## config.mk

```make
export PLATFORM = sky130hd
export DESIGN_NAME = ram_sp_param
export DESIGN_NICKNAME = d
export VERILOG_FILES = /design/src/rtl/ram_sp_param.sv
export SDC_FILE = /design/constraint.sdc
export NUM_CORES = 1
export LEC_CHECK = 0
export CORE_MARGIN = 4
export CORE_UTILIZATION = 41
export DETAILED_ROUTE_END_ITERATION = 12
export HOLD_SLACK_MARGIN = 0.03
export PLACE_DENSITY_LB_ADDON = 0.05
export SYNTH_ARGS = -nofsm -noshare
export SYNTH_HDL_FRONTEND = slang
export SYNTH_SLANG_ARGS = --single-unit
```

## constraint.sdc

```tcl
create_clock -name clk -period 4.45 [get_ports clk]
set_input_delay 1.1125 -clock clk [delete_from_list [all_inputs] [get_ports clk]]
set_output_delay 1.1125 -clock clk [all_outputs]
set_load 0.01 [all_outputs]
```

## src/rtl/ram_sp_param.sv

```systemverilog
// Single-port byte-writable RAM with a clear engine that fills every word with CLR_VAL.
// Latency: read data 1 cycle after cs/rw=1; backpressure: busy=1 during clear, accesses dropped.
module ram_sp_param #(
  parameter int                 DATA_W     = 16,
  parameter int                 ADDR_W     = 4,
  parameter int                 DEPTH      = 2**ADDR_W,
  parameter int                 CLR_ON_RST = 1,
  parameter logic [DATA_W-1:0]  CLR_VAL    = '0
) (
  input  logic                  clk,
  input  logic                  rst_n,
  input  logic                  cs,
  input  logic                  rw,
  input  logic [ADDR_W-1:0]     addr,
  input  logic [DATA_W-1:0]     d,
  input  logic [DATA_W/8-1:0]   be,
  input  logic                  clr,
  output logic [DATA_W-1:0]     o,
  output logic                  o_valid,
  output logic                  busy
);

  localparam int                NB      = DATA_W / 8;
  localparam logic [ADDR_W-1:0] LAST    = ADDR_W'(DEPTH - 1);
  localparam logic [ADDR_W:0]   DEPTH_L = (ADDR_W + 1)'(DEPTH);

  typedef enum logic {IDLE, CLEAR} state_t;

  state_t              state_q, state_d;
  logic [ADDR_W-1:0]   ptr_q, ptr_d;
  logic                clr_we, wr_en, rd_en, in_range;
  logic [DATA_W-1:0]   mem [DEPTH];

  assign in_range = ({1'b0, addr} < DEPTH_L);
  assign busy     = (state_q == CLEAR);

  always_ff @(posedge clk or negedge rst_n) begin
    if (!rst_n) begin
      state_q <= (CLR_ON_RST != 0) ? CLEAR : IDLE;
      ptr_q   <= '0;
    end else begin
      state_q <= state_d;
      ptr_q   <= ptr_d;
    end
  end

  // clr takes priority over a same-cycle access, which is dropped
  always_comb begin
    state_d = state_q;
    ptr_d   = ptr_q;
    clr_we  = 1'b0;
    wr_en   = 1'b0;
    rd_en   = 1'b0;
    case (state_q)
      IDLE: begin
        if (clr) begin
          state_d = CLEAR;
          ptr_d   = '0;
        end else if (cs) begin
          rd_en = rw;
          wr_en = !rw && in_range;
        end
      end
      CLEAR: begin
        clr_we = 1'b1;
        ptr_d  = ptr_q + 1'b1;
        if (ptr_q == LAST) begin
          state_d = IDLE;
          ptr_d   = '0;
        end
      end
      default: state_d = IDLE;
    endcase
  end

  // array has no reset; its known state comes from the clear engine
  always_ff @(posedge clk) begin
    if (clr_we) begin
      mem[ptr_q] <= CLR_VAL;
    end else if (wr_en) begin
      for (int i = 0; i < NB; i++) begin
        if (be[i]) mem[addr][8*i +: 8] <= d[8*i +: 8];
      end
    end
  end

  always_ff @(posedge clk or negedge rst_n) begin
    if (!rst_n) begin
      o       <= '0;
      o_valid <= 1'b0;
    end else begin
      o_valid <= rd_en;
      if (rd_en) o <= in_range ? mem[addr] : '0;
    end
  end

endmodule

```

==> impl_metrics.tcl <==
set metrics [dict create \
    status "finished, final reports clean" \
    crit_required_ns 4.59 \
    yosysSeqAreaShare_pct 74.14 \
    gr-total-overflow 0 \
    final_core_util_pct 48.74 \
    grt_pass1_vias 5903 \
    p_leak_uw 0.004402 \
    drive_gt1_share_pct 15.96 \
    start_kind "primary input" \
    cts_setup_buffers 0 \
    cts_tree "built" \
    synthFlopType "edfxtp_1" \
    avgSynthCellArea_um2 19.29 \
    tns_ns 0 \
    dieHeight_um 172.6 \
    rr_endpoint "mem[0][4]" \
    power_uw 6944 \
    die_area_um2 29800 \
    dp_hpwl_um 16840 \
    nFillCells 2175 \
    ys_seq_elements 278 \
    finalNonFillerCells 993 \
    path_class "in2reg" \
    min_path_cells 2 \
    antenna_found_initial 0 \
    drv_slew 0 \
    min_period_over_period_pct 83.85 \
    rows 59 \
    cts_resized 0 \
    hold_violations 0 \
    synth.most_common_cell "edfxtp_1" \
    hold_buffers 0 \
    cp_cell_sequence "clkdlybuf4s50_1, or3b_1, nor2_2, mux2i_1, nor3_1" \
    whs_endpoint "o[12]" \
    ys_top_cells_by_area "edfxtp_1 (69%), mux4_1 (5.9%), mux4_2 (5.1%), dfrtp_1 (4.7%), mux2i_1 (3.0%)" \
    rsz0062_at_grt "false" \
    start_util_pct 42.17 \
    dp_cells 940 \
    syn_nets 604 \
    syn2layout_area_growth_pct 15.58 \
    final_area_um2 12840 \
    vias 5715 \
    io_buffers 44 \
    fp.dieW_um 172.6 \
    synthTopCellsByCount "edfxtp_1 (256), mux2i_1 (33), nor2_1 (31)" \
    slowest_delay_ns 1.10 \
    cp_max_fo 8 \
    synth-edff-count 256 \
    yosys_warnings 0 \
    ir_worst_vdd_uv 280.6 \
    fmax_mhz 268.0 \
    gp_congestion 0.7546 \
    slew-limit-headroom_pct 15.10 \
    wl_um 26240 \
    maxCapViolCount 0 \
    cts.clk_slew.worst_paths_ns 0.06 \
    slowest_stage "nor3_1" \
    numCtsBuffers 29 \
    ctsLongestPathBuffers 3 \
    grt_start_max_net_pins 43 \
    clock_sinks 278 \
    netlist_instances 576 \
    rr_startpoint "busy" \
    firstDrtPassIters 5 \
    synthArstFlopShare_pct 7.914 \
    ys_types 44 \
    track_usage_pct 17.39 \
    endpoint_kind "flop" \
    drc 0 \
    n_antenna_cell 0 \
    setup_viol 0 \
    dpl_cell_area_um2 11940 \
    grt_pass1_wl_um 39290 \
    htree_levels 1 \
    fin_skew_ns 0.007457 \
    ant_nets 0 \
    synth_top_area_share_pct 69.17 \
    clk_latency_ns 0.53 \
    synth_area_um2 11110 \
    finalWorstPathRequiredPeriod_ns 3.731 \
    fin_nets 664 \
    r2r_setup_slack_ns 1.45 \
    pin_count 45 \
    wl_per_cell_um 26.43 \
    core_area_um2 26350 \
    hold_start "o[12]" \
    r2r_cells 4 \
    yosysTopAreaCell "edfxtp_1" \
    cts_root_buf "clkbuf_16" \
    drt_iter0_drc 556 \
    vias_per_cell 5.755 \
    arrival_ns 3.87 \
    hp-class "reg2reg" \
    power_density_nw_per_um2 540.6 \
    tightest_slew_ns 1.264 \
]
==> routing by layer <==
| metal | global-route usage [%] | part of all wire, % | wire (um) |
|---|---|---|---|
| met1 | 26.89 | 47 | 12440 |
| met2 | 26.55 | 46 | 11980 |
| met3 | 2.751 | 5.6 | 1458 |
| met4 | 3.426 | 1.4 | 366 |
| met5 | 0 | 0 | 0 |
==> sequential cells by signal, indices dropped and copies added (netlist names) <==
name and count:
ptr_q 4, busy 1, o_valid 1, o 16, mem 256
==> stage by stage <==
step                hold WS [ns]  worst slack, ns
detailed placement        0.5114           0.2484
CTS                       0.5248           0.7997
finish                    0.5212           0.7185
global route              0.5457           0.6349
floorplan                 0.5051            1.332
global placement          0.4985           0.2768
==> worst max-delay path, delay by kind of cell <==
kind | cells | cell delay, ns
buffers and inverters | 1 | 0.47
AND/OR/NAND/NOR | 3 | 1.92
multiplexers | 1 | 0.36
==> layout make-up <==
class / instances / area, um^2 / share of cell area (%)
Multi-Input combinational cell: 262 / 2694 / 20.97
Timing Repair Buffer: 61 / 568.0 / 4.422
Clock buffer: 35 / 748.2 / 5.825
Inverter: 4 / 15.01 / 0.1169
Clock inverter: 18 / 161.4 / 1.257
Tap cell: 335 / 419.2 / 3.263
Sequential cell: 278 / 8239 / 64.14
==> report_power, final <==
group	switching [uW]	total (uW)	internal, uW
combinational	664	1080	414
clock	967	2330	1360
sequential	163	3540	3370
==> worst max path at each step <==
stage	from	end	slack (ns)	cells after the start
floorplan	addr[1]	mem[2][0]	1.33	5
global placement	rw	mem[0][4]	0.28	5
detailed placement	rw	mem[0][6]	0.25	5
CTS	rw	mem[0][2]	0.80	5
global route	clr	mem[0][2]	0.63	5
finish	rw	mem[0][4]	0.72	5
==> cells in the final DEF (no fill, tap or decap), drive strengths merged, types with 2 or more instances in the layout <==
| cell type | Yosys | final |
|---|---|---|
| o21ai | 11 | 11 |
| nor2 | 32 | 32 |
| nor3 | 11 | 11 |
| a21o | 2 | 2 |
| o211ai | 14 | 14 |
| mux2 | 16 | 16 |
| a22oi | 28 | 28 |
| dfrtp | 21 | 21 |
| and2 | 2 | 2 |
| mux4 | 50 | 50 |
| mux2i | 33 | 33 |
| a221o | 2 | 2 |
| clkdlybuf4s50 | 0 | 41 |
| nand2b | 2 | 2 |
| clkinv | 0 | 13 |
| bufinv | 0 | 3 |
| clkinvlp | 0 | 2 |
| buf | 20 | 20 |
| inv | 4 | 4 |
| edfxtp | 256 | 256 |
| and3 | 16 | 16 |
| nand2 | 19 | 19 |
| clkbuf | 12 | 35 |
| a21oi | 7 | 7 |
| nor2b | 2 | 2 |
==> cell families (layout without fill, tap and decap cells) <==
group / count (synthesis) / count (layout) / share of synthesized area [%]
adder cells (fa/ha/maj): 1 / 1 / 0.1126
buffers and inverters: 36 / 118 / 1.677
AND/OR/NAND/NOR: 91 / 91 / 4.008
multiplexers: 99 / 99 / 15.57
flip-flops: 278 / 278 / 74.14
AO/OA/AOI/OAI: 71 / 71 / 4.492
No activity file was read; power rests on OpenSTA's default activity.
==> variant (same settings) <==
The parameter `DATA_W` goes from 16 to 32.
--- a/src/rtl/ram_sp_param.sv
+++ b/src/rtl/ram_sp_param.sv
@@ -1,7 +1,7 @@
 // Single-port byte-writable RAM with a clear engine that fills every word with CLR_VAL.
 // Latency: read data 1 cycle after cs/rw=1; backpressure: busy=1 during clear, accesses dropped.
 module ram_sp_param #(
-  parameter int                 DATA_W     = 16,
+  parameter int                 DATA_W     = 32,
   parameter int                 ADDR_W     = 4,
   parameter int                 DEPTH      = 2**ADDR_W,
   parameter int                 CLR_ON_RST = 1,
Interface: changed (resized be, d and o); port bits go from 45 to 79. No check against the original RTL was run, so the function may have changed too.
==> variant against the unedited design <==
- clock skew grew 0.0030 ns
- routed wire length up 91%
- sequential cell count grew 272
- via count is 84% higher
- worst setup slack worse by 0.013 ns
- clock power up 110%
- total power grew 110%
- count of clock-buffer cells in the layout rose by 41
- sequential share of layout area shrank 0.29 points
- synthesized area is 94% higher
- combinational power rose by 130%
- design area grew 99%
- critical path type unchanged
==> variant: results (changes against the unedited design) <==
INFO  metric instances_no_fill = 1,913 (+93%)
INFO  metric wl_met3 = 2.13 mm (+46%)
INFO  metric postRouteWirelength = 50.2 mm (+91%)
INFO  metric yosys-mux-area-fraction = 0.169 (+0.0132)
INFO  metric fin_worst_hold_slack = 0.474 ns (-0.0474 ns)
INFO  metric sequential_share_of_the_synthesized_area = 0.757 (+0.0153)
INFO  metric synth_adder_area_share = 0.000580 (-0.000546)
INFO  metric synth_cell_types = 37 (-16%)
INFO  metric r2r_worst_path_depth = 5 (+1)
INFO  metric power.ir.vdd_worst = 0.289 mV (+3.0%)
INFO  metric numPlacedInstances = 1,806 (+92%)
INFO  metric detailroute.wirelength.met2 = 24.1 mm (+100%)
INFO  metric detailedRoute.firstIterationViolations = 763 (+37%)
INFO  metric yosys-top-cells-count = 512 x edfxtp_1, 127 x mux4_2, 93 x nor3_1, 37 x dfrtp_1, 36 x mux2i_1
INFO  metric largest_net_degree_at_the_start_of_global_routing = 66 (+53%)
INFO  metric layout-drive-gt1-share = 0.286 (+0.127)
INFO  metric setup.reg_to_reg.worst_slack = 1.62 ns (+0.17 ns)
INFO  metric final.fill_count = 4,305 (+98%)
INFO  metric h-tree-depth = 2 (+1)
INFO  metric placedInstanceArea = 0.0236 mm^2 (+98%)
INFO  metric largest_registers = mem: 512 flops, o: 32 flops, ptr_q: 4 flops
INFO  metric status = finished, final reports clean
INFO  metric drt-met1-wl = 23.1 mm (+85%)
INFO  metric maximum_net_fanout_on_the_critical_path = 30 (+22)
INFO  metric synthCells = 1,026 (+78%)
INFO  metric nNetsFinal = 1,231 (+85%)
INFO  metric relSlewSlack = 0.123 (-0.0277)
INFO  metric grt_use_met3 = 0.0313 (+0.00382)
INFO  metric cts-buffers-inserted = 57 (+97%)
-- variant: layout make-up --
type / count / area (um^2) / share of cell area
clock buffers: 76 / 1600 / 0.0626
clock inverters: 31 / 323 / 0.0126
inverters: 1 / 3.75 / 0.000147
multi-input cells: 406 / 4960 / 0.194
flip-flops and latches: 550 / 16300 / 0.638
well taps: 680 / 851 / 0.0333
repair buffers: 169 / 1500 / 0.0588
-- variant: worst max-delay path by stage --
stage / from / endpoint / depth (start not counted)
2_1_floorplan: rw / mem[13][10]$_DFFE_PP_ / 5
3_3_place_gp: cs / mem[10][30]$_DFFE_PP_ / 7
3_5_place_dp: cs / mem[10][30]$_DFFE_PP_ / 7
4_1_cts: cs / mem[10][30]$_DFFE_PP_ / 7
5_1_grt: cs / mem[8][28]$_DFFE_PP_ / 7
6_report: rw / mem[4][17]$_DFFE_PP_ / 7
